**src/rtl/imem_load_seq.sv**
```systemverilog
// Instruction-memory load sequencer: streams words into the CPU init port, then releases CPU reset.
// Define IMEM_LOAD_CHECKSUM_EN to require a trailing XOR checksum beat before release.
module imem_load_seq (
  input  logic        clk,
  input  logic        rst,
  input  logic        start,
  input  logic [6:0]  len,
  input  logic [31:0] base_addr,
  input  logic        in_valid,
  input  logic [31:0] in_data,
  output logic        in_ready,
  output logic        cpu_rst,
  output logic        initialize,
  output logic [31:0] instruction_initialize_data,
  output logic [31:0] instruction_initialize_address,
  output logic        busy,
  output logic        done,
  output logic        error,
  output logic [6:0]  words_loaded
);

`ifdef IMEM_LOAD_CHECKSUM_EN
  typedef enum logic [2:0] {S_IDLE, S_LOAD, S_RELEASE, S_RUN, S_CHECK, S_ERROR} state_t;
  localparam state_t POST_LOAD = S_CHECK;
`else
  typedef enum logic [2:0] {S_IDLE, S_LOAD, S_RELEASE, S_RUN} state_t;
  localparam state_t POST_LOAD = S_RELEASE;
`endif

  state_t      state;
  state_t      state_nxt;
  state_t      entry_state;
  logic        start_ok;
  logic        beat;
  logic [6:0]  remaining;
  logic [31:0] next_addr;
`ifdef IMEM_LOAD_CHECKSUM_EN
  logic [31:0] xor_acc;
`endif

  assign beat        = in_valid && in_ready;
  assign entry_state = (len == 7'd0) ? POST_LOAD : S_LOAD;

  always_comb begin
    start_ok  = 1'b0;
    state_nxt = state;
    case (state)
      S_IDLE, S_RUN: begin
        if (start) begin
          start_ok  = 1'b1;
          state_nxt = entry_state;
        end
      end
      S_LOAD:    if (beat && remaining == 7'd1) state_nxt = POST_LOAD;
      S_RELEASE: state_nxt = S_RUN;
`ifdef IMEM_LOAD_CHECKSUM_EN
      S_CHECK:   if (beat) state_nxt = (in_data == xor_acc) ? S_RELEASE : S_ERROR;
      S_ERROR: begin
        if (start) begin
          start_ok  = 1'b1;
          state_nxt = entry_state;
        end
      end
`endif
      default:   state_nxt = S_IDLE;
    endcase
  end

  // Outputs are registered from the next state so they line up with the state register.
  always_ff @(posedge clk) begin
    if (rst) begin
      state                          <= S_IDLE;
      cpu_rst                        <= 1'b1;
      initialize                     <= 1'b0;
      in_ready                       <= 1'b0;
      busy                           <= 1'b0;
      done                           <= 1'b0;
      words_loaded                   <= 7'd0;
      remaining                      <= 7'd0;
      next_addr                      <= 32'd0;
      instruction_initialize_data    <= 32'd0;
      instruction_initialize_address <= 32'd0;
`ifdef IMEM_LOAD_CHECKSUM_EN
      error                          <= 1'b0;
      xor_acc                        <= 32'd0;
`endif
    end else begin
      state      <= state_nxt;
      cpu_rst    <= (state_nxt != S_RUN);
      initialize <= (state_nxt == S_LOAD);
      done       <= (state_nxt == S_RUN) && (state != S_RUN);
`ifdef IMEM_LOAD_CHECKSUM_EN
      in_ready   <= (state_nxt == S_LOAD) || (state_nxt == S_CHECK);
      busy       <= (state_nxt == S_LOAD) || (state_nxt == S_RELEASE) || (state_nxt == S_CHECK);
      error      <= (state_nxt == S_ERROR);
`else
      in_ready   <= (state_nxt == S_LOAD);
      busy       <= (state_nxt == S_LOAD) || (state_nxt == S_RELEASE);
`endif
      if (start_ok) begin
        // The base address is presented with zero data before the first beat.
        next_addr                      <= base_addr & 32'hFFFF_FFFC;
        instruction_initialize_address <= base_addr & 32'hFFFF_FFFC;
        instruction_initialize_data    <= 32'd0;
        words_loaded                   <= 7'd0;
        remaining                      <= len;
`ifdef IMEM_LOAD_CHECKSUM_EN
        xor_acc                        <= 32'd0;
`endif
      end else if (beat && state == S_LOAD) begin
        instruction_initialize_data    <= in_data;
        instruction_initialize_address <= next_addr;
        next_addr                      <= next_addr + 32'd4;
        words_loaded                   <= words_loaded + 7'd1;
        remaining                      <= remaining - 7'd1;
`ifdef IMEM_LOAD_CHECKSUM_EN
        xor_acc                        <= xor_acc ^ in_data;
`endif
      end
    end
  end

`ifndef IMEM_LOAD_CHECKSUM_EN
  assign error = 1'b0;
`endif

endmodule

```
**config.mk**
```make
export PLATFORM = sky130hd
export DESIGN_NAME = imem_load_seq
export DESIGN_NICKNAME = d
export VERILOG_FILES = /design/src/rtl/imem_load_seq.sv
export SDC_FILE = /design/constraint.sdc
export NUM_CORES = 1
export LEC_CHECK = 0
export CORE_UTILIZATION = 45
export CTS_CLUSTER_SIZE = 10
export DETAILED_ROUTE_END_ITERATION = 10
export GPL_ROUTABILITY_DRIVEN = 0
export PLACE_DENSITY = 0.84
export RECOVER_POWER = 100
export SLEW_MARGIN = 20
export SYNTH_ARGS = -nofsm -noshare
export SYNTH_HDL_FRONTEND = slang
export SYNTH_SLANG_ARGS = --single-unit
```
**constraint.sdc**
```tcl
create_clock -name clk -period 2.8 [get_ports clk]
set_input_delay 0.28 -clock clk [delete_from_list [all_inputs] [get_ports clk]]
set_output_delay 0.28 -clock clk [all_outputs]
set_load 0.01 [all_outputs]
```
==> results of run 1 <==
-- area by class of cell --
cell class / count / area, sq um
timing repair buffer: 156 / 1540
sequential: 113 / 2260
tap: 136 / 170
fill: 844 / 3390
inverter: 10 / 37.5
multi-input combinational: 422 / 2370
clock inverter: 9 / 176
clock buffer: 23 / 477
-- worst max path at each step --
stage / start / end / depth (start not counted)
detailed placement: in_valid / next_addr[27] / 6
finish: state[0] / next_addr[13] / 4
CTS: state[0] / next_addr[13] / 4
global placement: in_valid / next_addr[27] / 6
floorplan: initialize / next_addr[29] / 6
global route: state[1] / instruction_initialize_address[25] / 5
-- cells in the mapped netlist (7+ instances only) --
library cell,n
nand2_1,124
dfxtp_1,113
a21oi_1,71
nor2_1,40
clkbuf_1,37
xnor2_1,29
a22oi_1,25
a211oi_1,17
nand3_1,13
nor3_1,13
inv_1,10
o21ai_0,7
-- per-stage QoR --
stage	util [%]	setup WS, ns	total power, mW	hold slack (ns)
global placement	61.6	0.401	2.13	0.441
floorplan	-	0.987	1.93	0.383
CTS	67.9	0.635	4.51	0.166
global route	67.4	0.283	4.63	0.198
detailed placement	61.6	0.384	2.14	0.446
finish	67.4	0.482	4.47	0.180
-- power groups by stage --
| stage | combinational, mW | clock, mW | sequential [mW] |
|---|---|---|---|
| final | 0.368 | 2.37 | 1.73 |
| after global routing | 0.400 | 2.49 | 1.74 |
| after CTS | 0.380 | 2.40 | 1.73 |
| after detailed placement | 0.377 | 0 | 1.76 |
| after global placement | 0.369 | 0 | 1.76 |
| after floorplan | 0.173 | 0 | 1.76 |
-- sequential cells by signal (all words and copies together), names as in the netlist --
signal and count:
words_loaded 7, done 1, instruction_initialize_address 30, next_addr 30, remaining 7, busy 1, instruction_initialize_data 32, state 3
initialize 1, cpu_rst 1
-- logic make-up after synthesis --
family,count (synthesis),synth area share (%)
other,1,0.0768
XOR/XNOR,33,5.92
buffers and inverters,58,5.05
flip-flops,113,46.3
AND/OR/NAND/NOR,232,22.4
AO/OA/AOI/OAI,148,19.1
adder cells (fa/ha/maj),5,1.23
-- per-layer routing --
metal | share of wire (%) | global-route usage (%) | vias up
met5 | 0 | 0 | -
met1 | 41 | 27.7 | 2229
met3 | 9.0 | 9.93 | 17
met2 | 49 | 41.3 | 185
li1 | - | - | 2315
met4 | 1.4 | 9.52 | 0
-- worst max-delay path, delay by kind of cell (launching register included) --
family          cells  cell delay (ns)
simple gates        3             1.46
flops               1             0.51
compound gates      1             0.26
==> results.json, run 1 <==
{
  "required_ns": 3.23,
  "yosysWarnings": 0,
  "clock_sink_count": 113,
  "routedWlPerCell_um": 15.2,
  "first_iter_violations": 227,
  "timing.fmax_mhz": 431,
  "rows": 37,
  "hold_viol": 0,
  "cts-buffers-inserted": 17,
  "instances_no_fill": 869,
  "die_h_um": 106,
  "dp_cells": 837,
  "maxCapViolations": 0,
  "initial_core_util_pct": 46.9,
  "cp-start-kind": "register",
  "synth_enable_flop_cells": 0,
  "ios": 152,
  "grt_pass1_vias": 4710,
  "arrival_ns": 2.75,
  "seqPwrFrac_pct": 38.7,
  "tightest_slew_ns": 0.636,
  "drv_slew": 0,
  "yosysTopAreaCellShare_pct": 46.3,
  "vias_per_cell": 5.46,
  "drt-total-wl_um": 13200,
  "post_cts_buffers": 0,
  "cts_tree": "done",
  "p_sw_mw": 0.975,
  "skew_ns": 0.0126,
  "grt_pass1_wl_um": 21900,
  "mostFrequentLayoutCell": "nand2_1",
  "power-per-cell-area_mw_per_mm2": 637,
  "maxSlewHeadroom_pct": 57.6,
  "grt_max_degree": 48,
  "antenna_found_initial": 0,
  "synth-seq-area-share_pct": 46.3,
  "coreArea_sq_mm": 0.0104,
  "ys.flop_type": "dfxtp_1",
  "hpwlAfterDp_um": 8960,
  "period_minus_slack_ns": 2.32,
  "grt_use_total_pct": 24.6,
  "pwr-share-comb_pct": 8.2,
  "p_leak_nw": 2.58,
  "die-area_sq_mm": 0.0113,
  "holdCritStartpoint": "rst",
  "cpPeakStageDelay_ns": 0.82,
  "switching_share_pct": 21.8,
  "syn_inst": 590,
  "ff2ff_path_depth": 4,
  "async_reset_ff_share_pct": 0,
  "finalSetupViolCount": 0,
  "fin_nets": 799,
  "synth_seq_cells": 113,
  "synth_area_sq_mm": 0.00488,
  "rsz0062_at_grt": "false",
  "antenna_cells": 0,
  "holdBufCountCts": 0,
  "syn_to_final_growth_pct": 43.8,
  "drive_gt1_share_pct": 6.55,
  "io_buffers": 146,
  "htree_levels": 4,
  "whs_endpoint": "remaining[0]",
  "worst-setup-path-type": "register to register",
  "irDropWorstVdd_uv": 394,
  "synth.distinct_cells": 50,
  "min_delay_path_depth": 2,
  "outcome": "complete, no violations",
  "die_w_um": 106,
  "period_share_pct": 82.8,
  "rr_startpoint": "state[0]",
  "final_area_sq_mm": 0.00702,
  "synth.area.top_cells": "dfxtp_1 (46%), nand2_1 (9.5%), a21oi_1 (7.3%)",
  "cp_max_fo": 13,
  "setup_tns_ns": 0,
  "grt-ovfl-total": 0,
  "min_path_type": "primary input to register",
  "place_area_sq_mm": 0.00642,
  "clkPwrFrac_pct": 53.0,
  "dr.pass1.iters": 6,
  "clk_path_buf_depth": 2,
  "syn_avg_cell_area_sq_um": 8.28,
  "ant_nets": 0,
  "slowest_stage": "or4_1",
  "layout_common_cells": "nand2_1 (124), dfxtp_1 (113), dlygate4sd3_1 (74)",
  "r2r_slack_ns": 0.48,
  "worstReg2RegEnd": "next_addr[13]",
  "internal-power_mw": 3.50,
  "drcViolationCount": 0,
  "synth_top_area_cell": "dfxtp_1",
  "worst_setup_path_end_kind": "register",
  "path_cells": "nand4b_4 > or4_1 > or3_1 > a311oi_1",
  "clkLatencyLatePin_ns": 0.52,
  "cts_root_buf": "clkbuf_8",
  "post_cts_resized": 0,
  "clk_pin_slew_worst_paths_ns": 0.06,
  "via_count": 4746
}
Power figures use the tool's default switching activity.
==> run 2, diff against run 1 <==
==> constraint.sdc (replaced) <==
create_clock -name clk -period 2.2 [get_ports clk]
set_input_delay 0.22 -clock clk [delete_from_list [all_inputs] [get_ports clk]]
set_output_delay 0.22 -clock clk [all_outputs]
set_load 0.01 [all_outputs]
==> run 2 against run 1 <==
  * Die area unchanged
  * Critical path type unchanged
  * Via count is 1.8% higher
  * Routed wire length is 3.1% higher
  * Final cell count is 1.5% higher
  * First-iteration DRC count rose by 18%
  * Largest power group unchanged
==> results.json, run 2 (synthesis results as in run 1) <==
{
  "holdBufCountCts": 0,
  "coreArea_sq_mm": 0.0104,
  "die_h_um": 106,
  "first_iter_violations": 267,
  "power-per-cell-area_mw_per_mm2": 801,
  "setup_tns_ns": 0,
  "top_layer": "met4",
  "outcome": "complete, no violations",
  "drcViolationCount": 0,
  "cp-start-kind": "register",
  "post-place-ws_ns": -0.0525,
  "final_area_sq_mm": 0.00721,
  "period_share_pct": 91.9,
  "drv_slew": 0,
  "pwr-share-comb_pct": 8.4,
  "ff_latch_area_sq_mm": 0.00226,
  "hold_viol": 0,
  "finalSetupViolCount": 0,
  "drt-met1-wl_um": 5430,
  "grt_pass1_vias": 4875,
  "htree_levels": 4,
  "layout_common_cells": "nand2_1 (123), dfxtp_1 (113), dlygate4sd3_1 (75)",
  "io_buffers": 146,
  "final.fill_count": 803,
  "hpwlAfterDp_um": 9310,
  "dp_cells": 850,
  "irDropWorstVdd_uv": 537,
  "grt_use_total_pct": 25.2,
  "multiInputGateArea_sq_mm": 0.00240,
  "initial_core_util_pct": 46.9,
  "cts-buffers-inserted": 17,
  "switching_share_pct": 22.2,
  "p_sw_mw": 1.28,
  "antenna_found_initial": 0,
  "mostFrequentLayoutCell": "nand2_1",
  "clk_path_buf_depth": 2,
  "grt_pass1_wl_um": 22600,
  "skew_ns": 0.00652,
  "p_leak_nw": 2.64,
  "largest_register_ffs": 32,
  "timing.fmax_mhz": 495,
  "ios": 152,
  "dr.pass1.iters": 5,
  "syn_to_final_growth_pct": 47.5,
  "die_w_um": 106,
  "rsz0062_at_grt": "false",
  "top_regs": "instruction_initialize_data: 32 flops, instruction_initialize_address: 30 flops, next_addr: 30 flops",
  "tightest_slew_ns": 0.542,
  "clock_sink_count": 113,
  "clkPwrFrac_pct": 53.4,
  "rows": 37,
  "top_register": "instruction_initialize_data",
  "wl_met2_um": 6760,
  "cp_max_fo": 11,
  "min_path_type": "primary input to register",
  "required_ns": 2.60,
  "maxSlewHeadroom_pct": 63.9,
  "post-route-util_pct": 69.2,
  "via_count": 4830,
  "seqPwrFrac_pct": 38.2,
  "routedWlPerCell_um": 15.4,
  "grt-ovfl-total": 0,
  "cts_tree": "done",
  "maxCapViolations": 0,
  "ant_nets": 0,
  "grt_max_degree": 46,
  "worst-setup-path-type": "register to register",
  "drive_gt1_share_pct": 9.12,
  "startpoint": "next_addr[4]",
  "drt-total-wl_um": 13600,
  "worst_setup_path_end_kind": "register",
  "fin_nets": 812,
  "vias_per_cell": 5.48,
  "cts_root_buf": "clkbuf_8",
  "place_area_sq_mm": 0.00658,
  "r2r_slack_ns": 0.18,
  "internal-power_mw": 4.49,
  "rr_startpoint": "next_addr[4]",
  "holdCritStartpoint": "rst",
  "clkLatencyLatePin_ns": 0.51,
  "arrival_ns": 2.43,
  "dr_wl_met3_um": 1160,
  "period_minus_slack_ns": 2.02,
  "worst_slack_ns": 0.179,
  "antenna_cells": 0,
  "clk_pin_slew_worst_paths_ns": 0.06,
  "die-area_sq_mm": 0.0113,
  "instances_no_fill": 882
}
run 2: cell count changes in the layout (fill, tap and decap cells not counted), moves of 2 or more:
cell,delta
buf_12,+3
nor4_1,-2
clkinv_4,+2
nor3_2,+3
nor3_1,-3
clkinvlp_4,+2
nor4_2,+2
clkbuf_4,+2
buf_4,+6
clkbuf_8,-3
run 2: final cells by class:
class / instances / area share, %
Timing Repair Buffer: 169 / 23.2
Clock buffer: 19 / 5.99
Inverter: 10 / 0.521
Multi-Input combinational cell: 422 / 33.3
Clock inverter: 13 / 3.25
Sequential cell: 113 / 31.4
Tap cell: 136 / 2.36
run 2: worst paths after layout:
path,endpoint,cells past startpoint
min reg2reg,instruction_initialize_data[28],2
max reg2reg,next_addr[13],4
min,remaining[0],2
max,next_addr[13],4
run 2: power by group through the flow:
| stage | registers (mW) | logic (mW) | clock network, mW |
|---|---|---|---|
| 2_1_floorplan | 2.24 | 0.220 | 0 |
| 3_3_place_gp | 2.24 | 0.489 | 0 |
| 3_5_place_dp | 2.24 | 0.503 | 0 |
| 4_1_cts | 2.20 | 0.509 | 3.12 |
| 5_1_grt | 2.21 | 0.529 | 3.23 |
| 6_report | 2.20 | 0.487 | 3.08 |
run 2: timing repair:
item,in CTS,in global routing
setup buffers,0,0
setup endpoints to repair,0,1
resized for setup,0,1
run 2: per-stage QoR:
stage | hold slack, ns | power, mW
final | 0.145 | 5.77
after global routing | 0.152 | 5.97
after CTS | 0.125 | 5.83
after detailed placement | 0.448 | 2.75
after global placement | 0.441 | 2.73
after floorplan | 0.323 | 2.46
run 2: worst max-delay path, cell delays in order, from the launching register on:
cell and delay, ns:
dfxtp_1 0.43, nand4_1 0.19, or4_4 0.64, or3_1 0.36, a311oi_1 0.30
run 2: routing by layer:
| layer | vias up | GRT usage [%] |
|---|---|---|
| li1 | 2345 | - |
| met2 | 206 | 43.5 |
| met3 | 25 | 9.75 |
| met4 | 0 | 10.2 |
| met1 | 2254 | 27.7 |
| met5 | - | 0 |
==> run 3, diff against run 2 <==
--- a/config.mk
+++ b/config.mk
@@ -9,8 +9,10 @@
 export CTS_CLUSTER_SIZE = 10
 export DETAILED_ROUTE_END_ITERATION = 10
 export GPL_ROUTABILITY_DRIVEN = 0
+export GPL_TIMING_DRIVEN = 0
 export PLACE_DENSITY = 0.84
 export RECOVER_POWER = 100
+export SKIP_CTS_REPAIR_TIMING = 1
 export SLEW_MARGIN = 20
 export SYNTH_ARGS = -nofsm -noshare
 export SYNTH_HDL_FRONTEND = slang
==> run 3 against run 2 <==
  * Combinational power up 4%
  * Register-to-register slack lost 0.096 ns
  * Global-route usage is 1.8 points higher
  * Highest routed layer unchanged
==> results.json, run 3 (synthesis results as in run 1) <==
{
  "via_count": 5048,
  "top_regs": "instruction_initialize_data: 32 flops, instruction_initialize_address: 30 flops, next_addr: 30 flops",
  "min_delay_path_depth": 3,
  "place_area_sq_mm": 0.00653,
  "cp-start-kind": "register",
  "grt_use_total_pct": 27.1,
  "crit_buf_inv": 0,
  "fin_nets": 837,
  "routedWlPerCell_um": 16.1,
  "die-area_sq_mm": 0.0113,
  "cts-buffers-inserted": 17,
  "arrival_ns": 2.55,
  "met2_usage_pct": 45.2,
  "worst_setup_path_end_kind": "register",
  "die_w_um": 106,
  "first_iter_violations": 428,
  "cts_tree": "done",
  "io_buffers": 146,
  "coreArea_sq_mm": 0.0104,
  "required_ns": 2.64,
  "outcome": "complete, no violations",
  "htree_levels": 4,
  "grt_pass1_vias": 5064,
  "maxSlewHeadroom_pct": 49.8,
  "min_path_type": "primary input to register",
  "skew_ns": 0.00668,
  "top_register": "instruction_initialize_data",
  "grt_max_degree": 17,
  "ios": 152,
  "initial_core_util_pct": 46.9,
  "worst-setup-path-type": "register to register",
  "drt-total-wl_um": 14600,
  "slowest_stage": "a2111oi_0",
  "hold_viol": 0,
  "finalPower_mw": 5.41,
  "hpwlAfterDp_um": 10400,
  "final_area_sq_mm": 0.00712,
  "antenna_cells": 0,
  "holdCritStartpoint": "in_data[15]",
  "p_leak_nw": 2.60,
  "period_share_pct": 96.2,
  "clock_sink_count": 113,
  "gr-usage-met3_pct": 8.77,
  "power-per-cell-area_mw_per_mm2": 759,
  "rows": 37,
  "ff_latch_area_sq_mm": 0.00226,
  "period_minus_slack_ns": 2.12,
  "clkLatencyLatePin_ns": 0.51,
  "drcViolationCount": 0,
  "top_usage_layer": "met2",
  "irDropWorstVdd_uv": 486,
  "whs_endpoint": "instruction_initialize_data[15]",
  "grt-ovfl-total": 0,
  "syn_to_final_growth_pct": 45.8,
  "cp_max_fo": 4,
  "dr.pass1.iters": 6,
  "multiInputGateArea_sq_mm": 0.00239,
  "r2r_slack_ns": 0.08,
  "worstReg2RegEnd": "done",
  "layout_common_cells": "nand2_1 (124), dfxtp_1 (113), dlygate4sd3_1 (75)",
  "critPathTopFamily": "compound AO/OA/AOI/OAI gates",
  "path_cells": "nor4bb_1 > a311oi_1 > a2111oi_0 > o21ai_0 > a21oi_1",
  "clk_pin_slew_worst_paths_ns": 0.06,
  "rsz0062_at_grt": "false",
  "finalSetupViolCount": 0,
  "ant_nets": 0,
  "antenna_found_initial": 0,
  "ff2ff_path_depth": 5,
  "maxCapViolations": 0,
  "cts_root_buf": "clkbuf_8",
  "die_h_um": 106,
  "grt_pass1_wl_um": 24000,
  "drive_gt1_share_pct": 7.78,
  "mostFrequentLayoutCell": "nand2_1",
  "clk_path_buf_depth": 2,
  "vias_per_cell": 5.57,
  "met1_usage_pct": 31.5,
  "timing.fmax_mhz": 472,
  "rr_startpoint": "initialize",
  "tightest_slew_ns": 0.734,
  "cpPeakStageDelay_ns": 0.61,
  "drv_slew": 0,
  "largest_register_ffs": 32,
  "final.fill_count": 845
}
run 3: cell types whose count changed in the layout (fill, tap and decap cells not counted), moves of 3 or more:
cell,delta
buf_4,-7
clkinv_2,+3
clkbuf_2,+8
buf_12,-4
clkbuf_1,+28
bufinv_16,-3
run 3: area by class of cell:
class	count	area share [%]
sequential	113	31.8
clock inverter	14	2.32
clock buffer	18	5.87
inverter	10	0.527
timing repair buffer	146	20.5
multi-input combinational	422	33.5
tap	136	2.39
buffer	48	3.09
run 3: worst reg2reg max path, stage by stage, from the launching register on:
cell	delay, ns
dfxtp_1	0.41
nor4bb_1	0.31
a311oi_1	0.18
a2111oi_0	0.62
o21ai_0	0.34
a21oi_1	0.20
run 3: how the worst max path moves through the flow:
stage,to,cells after the start,slack (ns),from
floorplan,next_addr[29],6,0.39,initialize
global placement,instruction_initialize_data[23],7,-0.62,in_valid
detailed placement,instruction_initialize_data[27],7,-0.70,in_valid
CTS,instruction_initialize_data[27],7,-0.41,state[0]
global route,words_loaded[0],7,0.0008,state[0]
finish,done,5,0.08,initialize
run 3: routing by layer:
layer | share of wire (%) | wire length [um]
met3 | 9.3 | 1370
met1 | 40 | 5830
met4 | 3.0 | 441
met5 | 0 | 0
met2 | 48 | 7010
run 3: stage by stage:
stage / hold WS (ns) / setup TNS, ns / util [%] / instances / setup slack [ns]
detailed placement: 0.446 / -25.71 / 62.7 / 875 / -0.697
CTS: 0.242 / -8.14 / 68.3 / 907 / -0.414
finish: 0.253 / 0 / 68.4 / 907 / 0.0830
floorplan: 0.323 / 0 / - / 593 / 0.387
global placement: 0.442 / -21.70 / 62.7 / 875 / -0.620
global route: 0.265 / 0 / 68.4 / 907 / 0.000780
run 3: power breakdown:
group	switching, mW	total, mW	internal (mW)
Clock	0.982	2.70	1.72
Combinational	0.249	0.507	0.259
Sequential	0.0721	2.20	2.13
Total	1.30	5.41	4.10
